[src/rtl/omr_pkg.sv]
// Shared types and constants for the OMR sheet reader and its consumers.
package omr_pkg;

    localparam int unsigned NUM_Q = 10;   // questions per sheet
    localparam int unsigned BUB_W = 4;    // bubbles per question

    typedef logic [BUB_W-1:0] answer_t;

    typedef enum logic [1:0] {
        IDLE = 2'd0,
        SCAN = 2'd1,
        DONE = 2'd2
    } reader_state_t;

    // Pass through a legal answer (single mark or blank); anything else reads as blank.
    function automatic answer_t onehot_or_zero(input answer_t a);
        return ($countones(a) <= 1) ? a : answer_t'(0);
    endfunction

endpackage

[src/rtl/omr_bubble_voter.sv]
// Per-row majority voter: accumulates dark samples per bubble and compares
// (stored votes + current sample) against THRESH so the row can commit on
// its final sample without an extra cycle.
//   clk, rst   clock, async active-high reset
//   sample     current scanner pass of the row
//   accept     sample is being taken this cycle
//   clear      drop all votes (row commit, scan entry, timeout)
//   filled_c   bubbles reaching THRESH including the current sample
//   multi_c    more than one bubble in filled_c
module omr_bubble_voter
    import omr_pkg::*;
#(
    parameter int unsigned N_SAMPLES = 3,
    parameter int unsigned THRESH    = 2
) (
    input  logic    clk,
    input  logic    rst,
    input  answer_t sample,
    input  logic    accept,
    input  logic    clear,
    output answer_t filled_c,
    output logic    multi_c
);

    localparam int unsigned CW = $clog2(N_SAMPLES + 1);
    localparam int unsigned SW = CW + 1;
    localparam int unsigned PW = $clog2(BUB_W + 1);

    logic [CW-1:0] votes [BUB_W];
    logic [PW-1:0] ones;

    // Vote counters; clear has priority since the committing sample is consumed via filled_c.
    always_ff @(posedge clk or posedge rst) begin
        if (rst) begin
            for (int unsigned b = 0; b < BUB_W; b++) votes[b] <= '0;
        end else if (clear) begin
            for (int unsigned b = 0; b < BUB_W; b++) votes[b] <= '0;
        end else if (accept) begin
            for (int unsigned b = 0; b < BUB_W; b++) votes[b] <= votes[b] + CW'(sample[b]);
        end
    end

    // Threshold compare and mark count.
    always_comb begin
        filled_c = '0;
        ones     = '0;
        for (int unsigned b = 0; b < BUB_W; b++) begin
            filled_c[b] = (SW'(votes[b]) + SW'(sample[b])) >= SW'(THRESH);
            ones        = ones + PW'(filled_c[b]);
        end
        multi_c = ones > PW'(1);
    end

endmodule

[src/rtl/omr_sheet_reader.sv]
// OMR front end: collects N_SAMPLES scanner passes per question row, votes
// each bubble, rejects multi-marked rows and presents the packed sheet
// (question q at bits [q*BUB_W +: BUB_W]) with a valid/ready handshake.
//   clk, reset       clock, async active-high reset
//   start            begin a sheet (honoured in IDLE only)
//   row_valid        row_bubbles carries a sample
//   row_bubbles      one scanner pass, 1 = dark
//   row_ready        sample accepted this cycle when row_valid
//   student_answers  packed answers, stable while sheet_valid
//   multi_mask       per-question multi-mark flags
//   sheet_valid      sheet complete
//   sheet_ready      downstream takes the sheet
//   busy             not idle
//   timeout_err      one-cycle pulse on scan timeout
module omr_sheet_reader
    import omr_pkg::*;
#(
    parameter int unsigned N_SAMPLES = 3,
    parameter int unsigned THRESH    = 2,
    parameter int unsigned TIMEOUT   = 255
) (
    input  logic                   clk,
    input  logic                   reset,
    input  logic                   start,
    input  logic                   row_valid,
    input  logic [BUB_W-1:0]       row_bubbles,
    output logic                   row_ready,
    output logic [NUM_Q*BUB_W-1:0] student_answers,
    output logic [NUM_Q-1:0]       multi_mask,
    output logic                   sheet_valid,
    input  logic                   sheet_ready,
    output logic                   busy,
    output logic                   timeout_err
);

    localparam int unsigned QW = $clog2(NUM_Q);
    localparam int unsigned SW = $clog2(N_SAMPLES + 1);
    localparam int unsigned IW = $clog2(TIMEOUT + 1);

    reader_state_t state, state_next;
    logic [QW-1:0] q_idx;
    logic [SW-1:0] s_idx;
    logic [IW-1:0] idle_cnt;

    logic    accept_c, last_sample_c, last_row_c, commit_c;
    logic    timeout_c, scan_entry_c, clear_c, multi_c;
    answer_t filled_c, answer_c;

    omr_bubble_voter #(
        .N_SAMPLES (N_SAMPLES),
        .THRESH    (THRESH)
    ) u_voter (
        .clk      (clk),
        .rst      (reset),
        .sample   (row_bubbles),
        .accept   (accept_c),
        .clear    (clear_c),
        .filled_c (filled_c),
        .multi_c  (multi_c)
    );

    // State register.
    always_ff @(posedge clk or posedge reset) begin
        if (reset) state <= IDLE;
        else       state <= state_next;
    end

    // Next state and control strobes. An accepted sample always beats the timeout.
    always_comb begin
        state_next    = state;
        scan_entry_c  = 1'b0;
        accept_c      = (state == SCAN) && row_valid;
        last_sample_c = (s_idx == SW'(N_SAMPLES - 1));
        last_row_c    = (q_idx == QW'(NUM_Q - 1));
        commit_c      = accept_c && last_sample_c;
        timeout_c     = (state == SCAN) && !row_valid && (idle_cnt == IW'(TIMEOUT - 1));
        answer_c      = multi_c ? answer_t'(0) : filled_c;
        case (state)
            IDLE: begin
                if (start) begin
                    state_next   = SCAN;
                    scan_entry_c = 1'b1;
                end
            end
            SCAN: begin
                if (commit_c && last_row_c) state_next = DONE;
                else if (timeout_c)         state_next = IDLE;
            end
            DONE: begin
                if (sheet_ready) state_next = IDLE;
            end
            default: state_next = IDLE;
        endcase
        clear_c = scan_entry_c || commit_c || timeout_c;
    end

    // Datapath and registered status outputs.
    always_ff @(posedge clk or posedge reset) begin
        if (reset) begin
            row_ready       <= 1'b0;
            busy            <= 1'b0;
            sheet_valid     <= 1'b0;
            timeout_err     <= 1'b0;
            student_answers <= '0;
            multi_mask      <= '0;
            q_idx           <= '0;
            s_idx           <= '0;
            idle_cnt        <= '0;
        end else begin
            row_ready   <= (state_next == SCAN);
            busy        <= (state_next != IDLE);
            sheet_valid <= (state_next == DONE);
            timeout_err <= timeout_c;
            if (scan_entry_c || timeout_c) begin
                student_answers <= '0;
                multi_mask      <= '0;
                q_idx           <= '0;
                s_idx           <= '0;
                idle_cnt        <= '0;
            end else if (accept_c) begin
                idle_cnt <= '0;
                if (last_sample_c) begin
                    s_idx <= '0;
                    for (int unsigned q = 0; q < NUM_Q; q++) begin
                        if (q_idx == QW'(q)) begin
                            student_answers[q*BUB_W +: BUB_W] <= answer_c;
                            multi_mask[q]                     <= multi_c;
                        end
                    end
                    // Final row holds q_idx instead of wrapping.
                    if (!last_row_c) q_idx <= q_idx + QW'(1);
                end else begin
                    s_idx <= s_idx + SW'(1);
                end
            end else if (state == SCAN) begin
                idle_cnt <= idle_cnt + IW'(1);
            end
        end
    end

endmodule

[config.mk]
export PLATFORM = sky130hd
export DESIGN_NAME = omr_sheet_reader
export DESIGN_NICKNAME = d
export VERILOG_FILES = /design/src/rtl/omr_pkg.sv /design/src/rtl/omr_bubble_voter.sv /design/src/rtl/omr_sheet_reader.sv
export SDC_FILE = /design/constraint.sdc
export NUM_CORES = 1
export LEC_CHECK = 0
export CELL_PAD_IN_SITES_DETAIL_PLACEMENT = 1
export CELL_PAD_IN_SITES_GLOBAL_PLACEMENT = 2
export CORE_ASPECT_RATIO = 0.75
export CORE_UTILIZATION = 38
export DETAILED_ROUTE_END_ITERATION = 10
export PLACE_DENSITY = 0.9
export SLEW_MARGIN = 5
export SYNTH_ARGS = -nofsm -noshare
export SYNTH_HDL_FRONTEND = slang
export SYNTH_SLANG_ARGS = --single-unit
[constraint.sdc]
create_clock -name clk -period 4.7 [get_ports clk]
set_input_delay 1.175 -clock clk [delete_from_list [all_inputs] [get_ports clk]]
set_output_delay 1.175 -clock clk [all_outputs]
set_load 0.1 [all_outputs]
==> run metrics <==
status=complete, no violations; first-pass detailed-route iteration total=4; GRT overflow=0; share of layout cells above drive strength 1=17.6%; Layout Utilization=51.9%; worst r2r src=u_voter.votes[6]; Gate power share=53.3%; Worst Setup SP=row_bubbles[0]; FF-to-FF path depth=11; Slew headroom=16.8%; largest net degree at the start of global routing=55; Antenna Violating Nets Remaining=0; vias in the first global route=around 2800; Synthesis Warnings=0; Leakage=0.00223 µW; Synth Area in Simple Gates=16.6%; Filler Cell Count=between 1000 and 1500; Starting Density=40.2%; final std cells w/o fill=508; Power Density=about 790 nW/µm²; WL final=9.62 mm; Startpoint Class=input pin; worst endpoint required time=4.97 ns; root buffer cell=clkbuf_16; Slew @ Worst Pin=between 1 and 1.5 ns; total DRC errors in the routed layout=0; dpl hpwl=6.48 mm; FFs w/ async S/R, synth=100%; Syn Area/Cell=12.1 µm²; H-tree depth=3; CTS buffer count=9; mux contribution to synthesized area=12.0%; TNS Setup=0 ns; crit path capture type=flip-flop; hold slack final=0.502 ns; starting DRC count in detailed routing=119; number of port buffers=62; diode count=0; critical path arrival=4.61 ns; Crit Path Max Fanout=8; setup slack, reg-to-reg=1.32 ns; NumNets Final=402; Post-Syn Instances=roughly 310; Period Utilization, post-route=92.3%; post-CTS setup buffers=0; sequential share of power=25.8%; Yosys reg bits=78; Placement Cell Area=4490 µm²; fin crit period=4.34 ns; Internal Pwr Total=1900 µW; synth unique cells=53; CTS Sinks=slightly below 80; max_cap viols=0; hold depth=1; Adder-Cell Fraction of Synth Area=~5.7%; Clock Tree Buf Depth=2; global placement routability congestion=approximately 0.77; register area share after synthesis=52.1%; Post-synth EDFFs=0; Vias/cell=5.24; DR WL/cell=18.9 µm; Syn Std Cell Area=3750 µm²; global-route wire length before repair=between 15 and 20 mm; Final Max Slew Viols=0; Final Hold Fails=0; largest family of logic cells by synthesized area=simple AND/OR/NAND/NOR gates; worst r2r dst=student_answers[16]; Core Rows=30; RSZ-0062 raised after global routing=false; IO Count=63; Die Ht=approximately 88 µm; Core ar.=9310 µm²; # resized after CTS=0; clock power share=20.9%; post-synthesis compound-gate area fraction=8.08%; placed cells=493; Worst-Skew Late Latency=approximately 0.34 ns; Synth Net Count=335; initial antenna violation count=0; Hold Path Class=reg -> reg; Vias=2661; Area Overhead vs Synth=28.9%; final setup vio count=0; Worst VDD drop=0.000292 V; Main synth FF type=dfrtp_1; Net Sw Frac=50.0%; die area=10300 µm²; Clock transition at path regs=0.06 ns; xor/xnor cell area share of the yosys netlist=1.87%; die width=117 µm; kind of critical path=in -> reg; worst setup path end=student_answers[16]; hold buffer count at CTS=0; upper clock frequency limit=231 MHz; Clock Skew=around 0.010 ns; Total GRT Usage=20.5%; switching power=1900 µW; final instance area=4830 µm²; TritonCTS clock tree=built
power by group through the flow:
| stage | Sequential [µW] | Clock [µW] | Combinational, µW |
|---|---|---|---|
| 2_1_floorplan | 1890 | 0 | 567 |
| 3_3_place_gp | 976 | 0 | 1940 |
| 3_5_place_dp | 987 | 0 | 2000 |
| 4_1_cts | 982 | 804 | 2030 |
| 5_1_grt | 1000 | 827 | 2130 |
| 6_report | 980 | 792 | 2020 |
critical path: stages:
cell	delay [ns]
clkdlybuf4s50_1	0.46
ha_1	0.18
inv_1	0.05
ha_1	0.28
inv_1	0.04
o31ai_1	0.34
ha_1	0.31
ha_1	0.20
nor2_1	0.14
o21ai_1	0.21
nor4b_2	0.90
mux2_2	0.32
cells in the mapped netlist (3+ instances only):
master	n	share of area, %
mux2_4	5	2.0
o31ai_1	3	0.60
dfrtp_1	78	52
nand2_1	15	1.5
mux2_2	21	6.3
nand3_1	13	1.7
a22o_1	4	0.94
mux2i_1	6	1.6
ha_1	17	5.7
mux2_1	7	2.1
nor4_2	3	1.0
nor2_1	23	2.3
nor2b_1	4	0.67
nand4_1	4	0.67
buf_4	4	0.80
and4_1	3	0.70
a21oi_1	6	0.80
clkbuf_1	3	0.30
inv_1	17	1.7
a311oi_1	3	0.70
o21ai_0	15	2.0
xor2_1	6	1.4
nand4b_1	5	1.2
stage by stage:
step / worst slack (ns) / power (µW)
after floorplan: 1.17 / 2450
final: 0.363 / 3790
after global routing: 0.0899 / 3960
after detailed placement: 0.0662 / 2980
after global placement: 0.212 / 2920
after CTS: 0.326 / 3820
final cells by class:
type	instances	area, µm²	share of cell area, %
sequential	78	1950	40.4
multi-input combinational	203	1660	34.3
timing repair buffer	67	658	13.6
clock buffer	9	225	4.67
tap	128	160	3.32
clock inverter	6	111	2.31
inverter	17	63.8	1.32
cells in the final DEF (no fill, tap or decap), drive strengths merged, types with 4 or more instances in the layout:
| master | instances |
|---|---|
| dfrtp | 78 |
| clkdlybuf4s50 | 62 |
| mux2 | 33 |
| nor2 | 25 |
| ha | 17 |
| inv | 17 |
| nand2 | 17 |
| o21ai | 16 |
| nand3 | 13 |
| clkbuf | 9 |
| a21oi | 7 |
| mux2i | 6 |
| xor2 | 6 |
| nand4b | 6 |
| buf | 5 |
| nand4 | 5 |
| nor4 | 5 |
| nor2b | 4 |
| a22o | 4 |
| o31ai | 4 |
| a21o | 4 |
layer usage:
metal / routed length [µm] / global-route usage [%]
met4: 119 / 6.44
met1: 4590 / 27.5
met2: 4600 / 33.4
met5: 0 / 0
met3: 320 / 4.22
sequential cells by signal, indices dropped and copies added, names as in the netlist:
signal / flops
idle_cnt: 8
state: 2
s_idx: 2
sheet_valid: 1
multi_mask: 10
q_idx: 4
timeout_err: 1
u_voter.votes: 8
student_answers: 40
busy: 1
row_ready: 1
how the worst min path moves through the flow:
stage / from / endpoint / slack, ns
final: student_answers[33] / student_answers[33] / 0.50
after global routing: student_answers[33] / student_answers[33] / 0.52
after CTS: student_answers[33] / student_answers[33] / 0.51
after detailed placement: student_answers[7] / student_answers[7] / 0.50
after global placement: student_answers[22] / student_answers[22] / 0.48
after floorplan: u_voter.votes[0] / u_voter.votes[0] / 0.48
cells by family after synthesis:
kind of cell / after synthesis
flops: 78
xor+xnor: 8
fa+ha+maj: 17
buf+inv: 28
mux: 39
compound gates: 44
simple gates: 95
No activity file was read; power rests on OpenSTA's default activity.
